[config.mk]
export PLATFORM = sky130hd
export DESIGN_NAME = uart_stim_tx
export DESIGN_NICKNAME = d
export VERILOG_FILES = /design/src/rtl/uart_stim_tx.sv
export SDC_FILE = /design/constraint.sdc
export NUM_CORES = 1
export LEC_CHECK = 0
export BUFFER_PORTS_ARGS = -buffer_cell sky130_fd_sc_hd__clkbuf_2
export CORE_MARGIN = 5
export CORE_UTILIZATION = 61
export CTS_CLUSTER_SIZE = 8
export DETAILED_ROUTE_END_ITERATION = 8
export PLACE_DENSITY = 0.79
export SYNTH_ARGS = -nofsm -noshare
export SYNTH_HDL_FRONTEND = slang
export SYNTH_SLANG_ARGS = --single-unit
[constraint.sdc]
create_clock -name sys_clk_i -period 4.7 [get_ports sys_clk_i]
set_input_delay 0.47 -clock sys_clk_i [delete_from_list [all_inputs] [get_ports sys_clk_i]]
set_output_delay 0.47 -clock sys_clk_i [all_outputs]
set_load 0.01 [all_outputs]
[src/rtl/uart_stim_tx.sv]
// UART transmit stimulus engine: FIFO-buffered characters serialised with a runtime baud divider and frame format.
// Define UART_STIM_ERR_INJ_EN to store and honour per-character parity/framing error-inject flags.
module uart_stim_tx #(
    parameter int FIFO_DEPTH = 16,
    parameter int DIV_WIDTH  = 16
) (
    input  logic                            sys_clk_i,
    input  logic                            rst_i,
    input  logic                            cfg_en_i,
    input  logic [DIV_WIDTH-1:0]            cfg_div_i,
    input  logic [1:0]                      cfg_bits_i,
    input  logic [1:0]                      cfg_parity_i,
    input  logic                            cfg_stop2_i,
    input  logic                            cfg_clr_i,
    input  logic                            char_valid_i,
    output logic                            char_ready_o,
    input  logic [7:0]                      char_data_i,
    input  logic                            char_perr_i,
    input  logic                            char_ferr_i,
    output logic                            tx_o,
    output logic                            busy_o,
    output logic                            frame_done_o,
    output logic [$clog2(FIFO_DEPTH):0]     fifo_level_o
);

    localparam int AW = $clog2(FIFO_DEPTH);
    localparam int LW = AW + 1;
    localparam logic [LW-1:0] DEPTH_L = LW'(FIFO_DEPTH);
`ifdef UART_STIM_ERR_INJ_EN
    localparam int FW = 10;
`else
    localparam int FW = 8;
`endif

    typedef enum logic [2:0] {IDLE, START, DATA, PARITY, STOP1, STOP2} state_t;

    // Parity over the transmitted bits only; odd mode and error injection each invert it.
    function automatic logic parity_bit(input logic [7:0] d, input logic [1:0] bits,
                                        input logic [1:0] mode, input logic inv);
        logic [7:0] mask;
        mask = 8'hFF >> (2'd3 - bits);
        return (^(d & mask)) ^ mode[0] ^ inv;
    endfunction

    logic [FW-1:0]        mem [FIFO_DEPTH];
    logic [AW-1:0]        wr_ptr, rd_ptr;
    logic [LW-1:0]        level;
    logic [FW-1:0]        head;
    logic [7:0]           head_data;
    logic                 head_perr, head_ferr;
    logic                 push, pop;

    state_t               state;
    logic [DIV_WIDTH-1:0] cnt, div_f;
    logic [2:0]           bits_left;
    logic [1:0]           bits_f;
    logic                 par_en_f, par_bit_f, stop2_f, stop1_bit_f;
    logic [7:0]           shreg;
    logic                 frame_end, shift;

    assign head      = mem[rd_ptr];
    assign head_data = head[7:0];
`ifdef UART_STIM_ERR_INJ_EN
    assign head_perr = head[8];
    assign head_ferr = head[9];
`else
    logic unused_flags;
    assign unused_flags = char_perr_i ^ char_ferr_i;
    assign head_perr    = 1'b0;
    assign head_ferr    = 1'b0;
`endif

    assign char_ready_o = level < DEPTH_L;
    assign fifo_level_o = level;
    // Clear beats a coincident push and suppresses any pop on the same edge.
    assign push = char_valid_i && char_ready_o && !cfg_clr_i;

    assign frame_end = (cnt == '0) && ((state == STOP1 && !stop2_f) || state == STOP2);
    assign pop       = cfg_en_i && (level != '0) && !cfg_clr_i && (state == IDLE || frame_end);
    assign shift     = (cnt == '0) && (state == START || (state == DATA && bits_left != 3'd0));

    always_ff @(posedge sys_clk_i) begin
        if (push) begin
`ifdef UART_STIM_ERR_INJ_EN
            mem[wr_ptr] <= {char_ferr_i, char_perr_i, char_data_i};
`else
            mem[wr_ptr] <= char_data_i;
`endif
        end
    end

    always_ff @(posedge sys_clk_i) begin
        if (rst_i || cfg_clr_i) begin
            wr_ptr <= '0;
            rd_ptr <= '0;
            level  <= '0;
        end else begin
            if (push) wr_ptr <= wr_ptr + AW'(1);
            if (pop)  rd_ptr <= rd_ptr + AW'(1);
            case ({push, pop})
                2'b10:   level <= level + LW'(1);
                2'b01:   level <= level - LW'(1);
                default: level <= level;
            endcase
        end
    end

    // Frame registers capture the format at pop so mid-frame config changes are ignored.
    always_ff @(posedge sys_clk_i) begin
        if (pop) begin
            shreg       <= head_data;
            div_f       <= cfg_div_i;
            bits_f      <= cfg_bits_i;
            par_en_f    <= cfg_parity_i[1];
            par_bit_f   <= parity_bit(head_data, cfg_bits_i, cfg_parity_i, head_perr);
            stop2_f     <= cfg_stop2_i;
            stop1_bit_f <= ~head_ferr;
        end else if (shift) begin
            shreg <= shreg >> 1;
        end
    end

    always_ff @(posedge sys_clk_i) begin
        if (rst_i) begin
            state        <= IDLE;
            cnt          <= '0;
            bits_left    <= 3'd0;
            tx_o         <= 1'b1;
            busy_o       <= 1'b0;
            frame_done_o <= 1'b0;
        end else begin
            frame_done_o <= 1'b0;
            if (frame_end) begin
                frame_done_o <= 1'b1;
                if (pop) begin
                    state <= START;
                    cnt   <= cfg_div_i;
                    tx_o  <= 1'b0;
                end else begin
                    state  <= IDLE;
                    tx_o   <= 1'b1;
                    busy_o <= 1'b0;
                end
            end else if (state != IDLE && cnt != '0) begin
                cnt <= cnt - DIV_WIDTH'(1);
            end else begin
                case (state)
                    IDLE: begin
                        if (pop) begin
                            state  <= START;
                            cnt    <= cfg_div_i;
                            tx_o   <= 1'b0;
                            busy_o <= 1'b1;
                        end
                    end
                    START: begin
                        state     <= DATA;
                        cnt       <= div_f;
                        tx_o      <= shreg[0];
                        bits_left <= 3'd4 + {1'b0, bits_f};
                    end
                    DATA: begin
                        cnt <= div_f;
                        if (bits_left != 3'd0) begin
                            tx_o      <= shreg[0];
                            bits_left <= bits_left - 3'd1;
                        end else if (par_en_f) begin
                            state <= PARITY;
                            tx_o  <= par_bit_f;
                        end else begin
                            state <= STOP1;
                            tx_o  <= stop1_bit_f;
                        end
                    end
                    PARITY: begin
                        state <= STOP1;
                        cnt   <= div_f;
                        tx_o  <= stop1_bit_f;
                    end
                    STOP1: begin
                        state <= STOP2;
                        cnt   <= div_f;
                        tx_o  <= 1'b1;
                    end
                    default: begin
                        state <= IDLE;
                        tx_o  <= 1'b1;
                    end
                endcase
            end
        end
    end

endmodule

==> results.cfg <==
[synthesis]
syn_avg_cell_area_sq_um = 13.4
synth_xor_area_share_pct = 3.27
synth_top_cells_by_count = edfxtp_1, nand2_1, dfxtp_1
synthArstFlopShare_pct = 0
yosysTopAreaCell = edfxtp_1
ys.flop_type = edfxtp_1
synthMuxAreaShare_pct = 10.0
synth_area_leaders = edfxtp_1, dfxtp_1, mux4_2, nand2_1, a21oi_1
synth_top_area_share_pct = 52.9
synth_simple_gate_area_share_pct = 10.7
synth_top_family_by_area = simple AND/OR/NAND/NOR gates
ys_ff_latch = 199
syn-num-nets = 712
ys_types = 62
yosysSeqAreaShare_pct = 62.3
synth_most_common_cell = edfxtp_1
yosysWarnings = 0
synth_fa_ha_area_share_pct = 1.91
syn_inst = 664
synth_compound_area_share_pct = 9.10
synth_edf_count = 157
syn_area_sq_um = 8920

[route]
drt_iter0_drc = 531
avgRoutedWirePerCell_um = 20.4
ant_nets = 0
routed_wl_um = 18200
via_count = 5585
firstDrtPassIters = 5
route.detailed.drc = 0
vias_per_cell = 6.26

[power_and_ir_drop]
leakagePower_nw = 3.35
ir_drop_v = 0.000769
powerDensity_nw_per_um2 = 540

[worst_setup_path]
start_kind = flip-flop
critPathArrivalTime_ns = 4.25
worstRegToRegCells = 16
worst-endpoint-required_ns = 5.06
setup.worst_path.end_class = flip-flop
path_class = reg2reg
crit_fanout = 9

[timing]
fin_skew_ns = 0.00796
worstMarginPinSlew_ns = 1.05
final.setup.tns_ns = 0
setup_viol = 0
timing.slew.headroom_pct = 29.9
rsz0062_at_grt = no
hold_viol = 0
slew_violations = 0
period_share_pct = 82.6
fmax_mhz = 258
fin_crit_ns = 3.88

[floorplan]
die_h_um = 131
die_w_um = 131
design.die.area_sq_um = 17100
pin_count = 45
initial_core_util_pct = 61.8
num_rows = 44
core_area_sq_um = 14400

[clock_network]
post_cts_buffers = 0
htreeDepth = 4
cts_buffers = 17
clk_pin_slew_worst_paths_ns = 0.07
max-clock-path-buffers = 2
clkSinkCount = 199
insertion_delay_ns = 0.43
holdBufCountCts = 0
cts_resized = 0
cts_tree = built
clockRootBuffer = clkbuf_16

[job]
cap_violations = 0

[global_routing]
antenna_found_initial = 1
grt_overflow = 0
grt_pass1_wl_um = 28900
grt_pass1_vias = 5425
grt_max_degree = 32
grtUsageTotal_pct = 22.4

[place]
portBuffers = 42
place_area_sq_um = 9260
hpwl_um = 11900
place_congestion = 0.818

[final_layout]
nets = 744
num_antenna_cells = 0
fin_area_sq_um = 9810
drive_gt1_share_pct = 17.4
areaGrowthSynthToFinish_pct = 10.0

[min_path]
hold_depth = 1
min_path_type = in2reg

[run_status]
status = finished clean
-- worst paths after layout --
| kind | from | endpoint | slack [ns] |
|---|---|---|---|
| worst max-delay path | cnt[0] | fifo_level_o[4] | 0.82 |
| worst min-delay path | cfg_stop2_i | stop2_f | 0.21 |
| worst max register to register | cnt[0] | fifo_level_o[4] | 0.82 |
| worst min register to register | busy_o | busy_o | 0.48 |
-- stage by stage --
stage	hold WS [ns]	utilization [%]	setup WS (ns)	total power, mW	std cells
floorplan	0.458	-	0.807	3.47	664
detailed placement	0.479	64.2	0.808	3.92	861
finish	0.207	68.0	0.817	5.30	892
CTS	0.196	68.0	0.803	5.29	892
global route	0.200	68.0	0.452	5.58	892
global placement	0.457	64.2	0.952	3.86	861
-- cells in the final DEF, fill, tap and decap left out, types with 4 or more instances in the layout --
cell type	instances
ha_1	12
edfxtp_1	157
and3_1	6
nand4_1	6
nor2b_1	13
mux4_2	33
or3_1	5
xor2_1	14
o21a_1	5
nand2_1	53
buf_4	11
nand2b_1	6
nor2_1	30
a211oi_1	6
nand3_1	24
dfxtp_1	41
o21ai_0	24
a21o_1	16
a22oi_1	4
nor3_1	9
o21ai_1	18
clkbuf_16	17
clkbuf_2	42
inv_1	13
o211ai_1	11
and2_1	19
mux2i_1	14
a21oi_1	31
xnor2_1	13
-- worst max-delay path, stage by stage (launching register included) --
cell and delay, ns:
dfxtp_1 0.35, inv_1 0.09, ha_1 0.18, nor3b_2 0.53, nand4_1 0.39, o21ai_2 0.27
nand2_1 0.11, inv_2 0.12, ha_1 0.36, xor2_1 0.12, ha_1 0.23, o21a_1 0.18
o22a_1 0.19, a21oi_1 0.17, xor2_1 0.09, or3_1 0.32, a21oi_1 0.13
-- area by class of cell --
type	instances	area, sq um
clock buffers	18	429
clock inverters	13	123
fillers	1012	4610
inverters	14	52.6
multi-input cells	411	3130
flip-flops and latches	199	5560
well taps	184	230
repair buffers	53	293
-- power breakdown --
part           internal (mW)  total, mW  switching [mW]
clock                  0.735       1.38           0.643
sequential              2.01       2.12           0.112
combinational          0.687       1.79            1.11
-- registers in the layout (all words and copies together), names as in the netlist, 2 cells and up, named ones only --
| name | flops |
|---|---|
| mem | 128 |
| cnt | 16 |
| div_f | 16 |
| shreg | 8 |
| fifo_level_o | 5 |
| rd_ptr | 4 |
| wr_ptr | 4 |
| bits_left | 3 |
| state | 3 |
| bits_f | 2 |
-- per-layer routing --
metal	wire [um]	up-vias	track usage, %
met2	9270	207	37.2
met4	400	2	8.17
met5	13	-	0
met3	1050	37	4.84
li1	-	2572	-
met1	7500	2767	29.4
-- cell families (layout without fill, tap and decap cells) --
group,Yosys count,in the layout
adders and majority gates,14,14
xor gates and xnor gates,30,30
muxes,48,48
buffers and inverters,54,98
and+or+nand+nor,188,188
DFF,199,199
AOI/OAI and AO/OA,131,131
Note: power is estimated with default switching activity, not from simulation.
